File: src/rtl/alu_operand_stage.sv
// alu_operand_stage: collects two upstream words into an operand pair
// (A, then B with a select bit) and holds the pair for a downstream 2:1 mux
// until it is accepted. When a pair is accepted in the same cycle as a new
// word arrives, the new word becomes the next A, so pairs stream back to back.
//
// Ports:
//   clk, rst_n        clock, synchronous active-low reset
//   in_data/in_sel    upstream word and select bit (select taken with B only)
//   in_valid/in_ready upstream handshake
//   flush             discards any partial or held pair
//   out_a/out_b       held operands (mux i0 / i1)
//   out_sel           held select (mux j)
//   out_valid/out_ready downstream handshake
//   pair_cnt          count of completed output transfers, wraps at 256
module alu_operand_stage #(
  parameter int unsigned WIDTH = 16
) (
  input  logic             clk,
  input  logic             rst_n,
  input  logic [WIDTH-1:0] in_data,
  input  logic             in_sel,
  input  logic             in_valid,
  output logic             in_ready,
  input  logic             flush,
  output logic [WIDTH-1:0] out_a,
  output logic [WIDTH-1:0] out_b,
  output logic             out_sel,
  output logic             out_valid,
  input  logic             out_ready,
  output logic [7:0]       pair_cnt
);

  typedef enum logic [1:0] {
    EMPTY = 2'd0,
    HALF  = 2'd1,
    FULL  = 2'd2
  } state_t;

  state_t state;
  state_t state_nxt;
  logic   cap_a;
  logic   cap_b;
  logic   in_xfer;
  logic   out_xfer;

  // out_valid decodes the state register directly, so it carries no input path.
  assign out_valid = (state == FULL);

  // Only combinational paths: reset/flush gating and out_ready pass-through in FULL.
  assign in_ready = rst_n & ~flush & ((state != FULL) | out_ready);

  assign in_xfer  = in_valid & in_ready;
  // A flush cancels any same-cycle output transfer.
  assign out_xfer = out_valid & out_ready & ~flush;

  // Next state and capture enables.
  always_comb begin
    state_nxt = state;
    cap_a     = 1'b0;
    cap_b     = 1'b0;
    unique case (state)
      EMPTY: begin
        if (in_xfer) begin
          cap_a     = 1'b1;
          state_nxt = HALF;
        end
      end
      HALF: begin
        if (in_xfer) begin
          cap_b     = 1'b1;
          state_nxt = FULL;
        end
      end
      FULL: begin
        // in_xfer implies out_xfer here, since in_ready follows out_ready.
        if (out_xfer) begin
          if (in_xfer) begin
            cap_a     = 1'b1;
            state_nxt = HALF;
          end else begin
            state_nxt = EMPTY;
          end
        end
      end
      default: state_nxt = EMPTY;
    endcase
    if (flush) begin
      state_nxt = EMPTY;
    end
  end

  // State, operand and counter registers.
  always_ff @(posedge clk) begin
    if (!rst_n) begin
      state    <= EMPTY;
      out_a    <= '0;
      out_b    <= '0;
      out_sel  <= 1'b0;
      pair_cnt <= 8'd0;
    end else begin
      state <= state_nxt;
      if (cap_a) begin
        out_a <= in_data;
      end
      if (cap_b) begin
        out_b   <= in_data;
        out_sel <= in_sel;
      end
      if (out_xfer) begin
        pair_cnt <= 8'(pair_cnt + 8'd1);
      end
    end
  end

endmodule

File: config.mk
export PLATFORM = sky130hd
export DESIGN_NAME = alu_operand_stage
export DESIGN_NICKNAME = d
export VERILOG_FILES = /design/src/rtl/alu_operand_stage.sv
export SDC_FILE = /design/constraint.sdc
export NUM_CORES = 1
export LEC_CHECK = 0
export BUFFER_PORTS_ARGS = -buffer_cell sky130_fd_sc_hd__buf_2
export CAP_MARGIN = 20
export CORE_ASPECT_RATIO = 2
export CORE_MARGIN = 5
export CORE_UTILIZATION = 35
export DETAILED_ROUTE_END_ITERATION = 7
export MAX_ROUTING_LAYER = met4
export PLACE_DENSITY_LB_ADDON = 0.12
export SYNTH_ARGS = -nofsm -noshare
export SYNTH_HDL_FRONTEND = slang
export SYNTH_SLANG_ARGS = --single-unit
File: constraint.sdc
create_clock -name clk -period 1.7 [get_ports clk]
set_input_delay 0.17 -clock clk [delete_from_list [all_inputs] [get_ports clk]]
set_output_delay 0.17 -clock clk [all_outputs]
set_load 0.02 [all_outputs]
==> metrics list <==
* Run status: finished, final reports clean
- In this run, post-CTS hold repair placed 0 buffers.
- Compound-gate portion of the synthesized area: 27.68%
- The worst register-to-register path has a depth of 3.
- For the final routed database, the setup TNS stands at 0 ps.
- The total area inside the core boundary comes to 5468 um^2.
* Synthesized net count: 231
- Multiplexer share of the synthesized area: 1.016%
- 65 I/O pins were placed.
* Y dimension of the die: 116.1 um
* Critical path peak fanout: 13
- Entering global routing, the biggest net connects 45 pins.
* Endpoint type of the worst setup path: flop
* Req. time, crit path: 1920 ps
- Post-layout util: 43.23%
- Standby leakage power: 1.060 nW
* Minimum period implied by the final worst setup slack: 1474 ps
- Maximum level of the CTS H-tree: 2
- Net total in the final layout: 286
- GP Congestion: 0.7692
- Hold Path Class: input port to flop
- Counting flops and latches in the post-synthesis netlist gives 43.
- Drt first-iter violations: 70
* DRC viols: 0
- Vias: 1708
* Worst setup path class: flop to flop
- The initial utilization of the core area, before any placement, comes to 36.04%.
* Cell type contributing the most total cell area after synthesis: dfxtp_1
- Using the TritonRoute via totals, the vias-per-cell ratio works out to 5.272.
- Setup repair after global routing missed its margin: false
* Ant. Diodes: 0
- Clk Latency, worst-skew pair: 290 ps
- Of the cells placed in the final design, the portion with a size suffix greater than 1 is 29.92%.
* Transition at the pin with the smallest max-transition slack: 466.8 ps
- Most common library cell in the layout ignoring fill and taps: buf_2
- Top cell type's share of synthesized area: 43.68%
* Slowest stage cell, crit path: or4_1
* Number of global-route vias before repair: 1675
- The number of gates resized after CTS was 0.
- Post-route clock period utilization: 86.69%
- Initial antenna violation count: 0
* Top post-synthesis cells by area: dfxtp_1 (44%), a21boi_0 (9.1%), o21a_1 (6.9%)
- The top cell types in the final layout, fill and taps aside, are buf_2 (64), dfxtp_1 (43), a21boi_0 (24).
- The setup check on the worst reg-to-reg path leaves a slack of 230 ps.
* First-pass GRT wire length: 8445 um
- TritonCTS created 5 clock buffers.
* Relative max-transition margin: 68.88%
* Number of failing hold endpoints at the final stage: 0
- Number of buffers inserted by port buffering: 64
* Wirelength per Cell: 16.65 um
* Critical Path Start: state[0]
* Combinational family with the most area after synthesis: compound AO/OA/AOI/OAI gates
* CP peak stage delay: 550 ps
* Hold Crit Depth: 3
* TritonCTS clock tree: yes
- The routed design has 5396 um of wire.
* Die ar.: 7322 um^2
- The startpoint identified for the worst register-to-register timing path is state[0].
- After clock tree synthesis, the setup repair step added 0 buffers.
- The worst register-to-register path ends at pair_cnt[5].
- Overall die width: 63.06 um
* Core Rows: 38
* Fraction of the mapped netlist area in simple logic gates: 20.13%
- Summed over all nets, the half-perimeter wirelength after detailed placement is 3995 um.
- Worst setup endpoint: pair_cnt[5]
- Summing the areas of all xor and xnor instances in the mapped netlist gives 0.8889% of the synthesized area.
- Clock-pin slew reported for the worst setup and hold paths after clock tree synthesis: 80 ps
- Largest clock skew in the final design: 3.250 ps
- VDD sags by at most 0.0005737 V.
- In this run the mean area of a mapped cell was 9.474 um^2.
- Fmax: 678.5 MHz
- Number of setup violations in the final report: 0
- Number of detailed-route iterations in the first pass: 4
* Number of synthesis warnings: 0
- In this run the cell area of the synthesized design comes to 1971 um^2.
- Power density cells: 774.9 nW/um^2
- Critical path data arrival time: 1700 ps
- Total Routing Usage GR: 15.25%
- Final Max Tran Viols: 0
- The clock passes through at most 2 buffers.
- The tool flagged a number of max-cap violations equal to 0.
* Unique masters post-synth: 38
- Of the total synthesized cell area, the portion taken by full adders, half adders and majority gates is 0.6349%.
- Global routing finished with a remaining overflow of 0.
- Gate count of the mapped netlist: 208
- The layout has 573 filler cells.
- STA classifies the critical path startpoint as a flop.
- In this run the remaining antenna-violating nets after routing total 0.
- Register area share after synthesis: 43.68%
- In this run the clock root is driven by a clkbuf_8.
- Compared with the post-synthesis result, the final layout area differs by 19.94%.
- CP cell instances: nand4bb_4, or4_1, a21boi_1
- Sink count of the clock tree: 43
- The startpoint identified for the worst hold timing path is in_data[5].
metal layers:
| metal | global-route usage, % | share of wire, % | routed length, um |
|---|---|---|---|
| met1 | 15.48 | 39 | 2087 |
| met2 | 28.44 | 55 | 2942 |
| met5 | - | 0 | 0 |
| met3 | 2.984 | 5.3 | 284 |
| met4 | 5.524 | 1.5 | 82 |
how the worst min path moves through the flow:
stage | end | slack [ps]
final | out_a[5] | 150
after global routing | out_a[5] | 150
after CTS | out_a[5] | 150
after detailed placement | pair_cnt[7] | 460
after global placement | pair_cnt[7] | 450
after floorplan | out_a[10] | 320
registers in the layout (all words and copies together), names as in the netlist:
signal    flops
out_sel       1
pair_cnt      8
out_a        16
state         2
out_b        16
power breakdown:
| group | switching (W) | total [W] | internal, W |
|---|---|---|---|
| sequential | 0.0000105 | 0.00103 | 0.00102 |
| clock | 0.000340 | 0.000629 | 0.000289 |
| combinational | 0.000101 | 0.000168 | 0.0000675 |
| total | 0.000451 | 0.00183 | 0.00138 |
final cells by class:
type	count	area, um^2	share of cell area [%]
clock inverters	1	5.005	0.2118
inverters	3	11.26	0.4764
flip-flops and latches	43	860.8	36.42
well taps	60	75.07	3.176
multi-input cells	143	992.2	41.98
clock buffers	7	76.32	3.229
repair buffers	67	342.8	14.51
worst max-delay path: cells and delay by family (launching register included):
| kind | cells | cell delay, ps |
|---|---|---|
| DFF | 1 | 390 |
| AOI/OAI and AO/OA | 1 | 140 |
| and+or+nand+nor | 2 | 890 |
through the flow:
stage / hold WS [ps] / cell area [um^2] / power (W) / setup slack (ps) / cells
after global routing: 153.2 / 2364 / 0.001932 / 123.1 / 324
final: 154.5 / 2364 / 0.001832 / 226.2 / 324
after global placement: 450.6 / 2282 / 0.001229 / 269.9 / 316
after floorplan: 316.6 / 1971 / 0.001160 / 291.9 / 208
after detailed placement: 463.5 / 2282 / 0.001230 / 234.7 / 316
after CTS: 153.3 / 2364 / 0.001867 / 217.6 / 324
synth_stat cells (all sizes together):
master and count:
dfxtp 43, and2b 2, nand3b 1, ha 1, or2b 1, a21oi 1, nand3 17, nor4 1
o21a 18, o311ai 2, xnor2 2, inv 3, o21ai 17, buf 6, or4 2, nand4bb 2
nand2 4, mux2i 2, o31ai 2, and2 1, nand4 1, and3 17, nor2b 1, a21boi 36
clkbuf 13, or3 1, nor2 3, o41ai 2, nor3b 1, nand2b 3, and4bb 2
kinds of logic after synthesis:
logic type / Yosys count
compound gates: 78
mux: 2
buf+inv: 22
xor+xnor: 2
fa+ha+maj: 1
simple gates: 60
flops: 43
(Power assumes the default switching activity.)
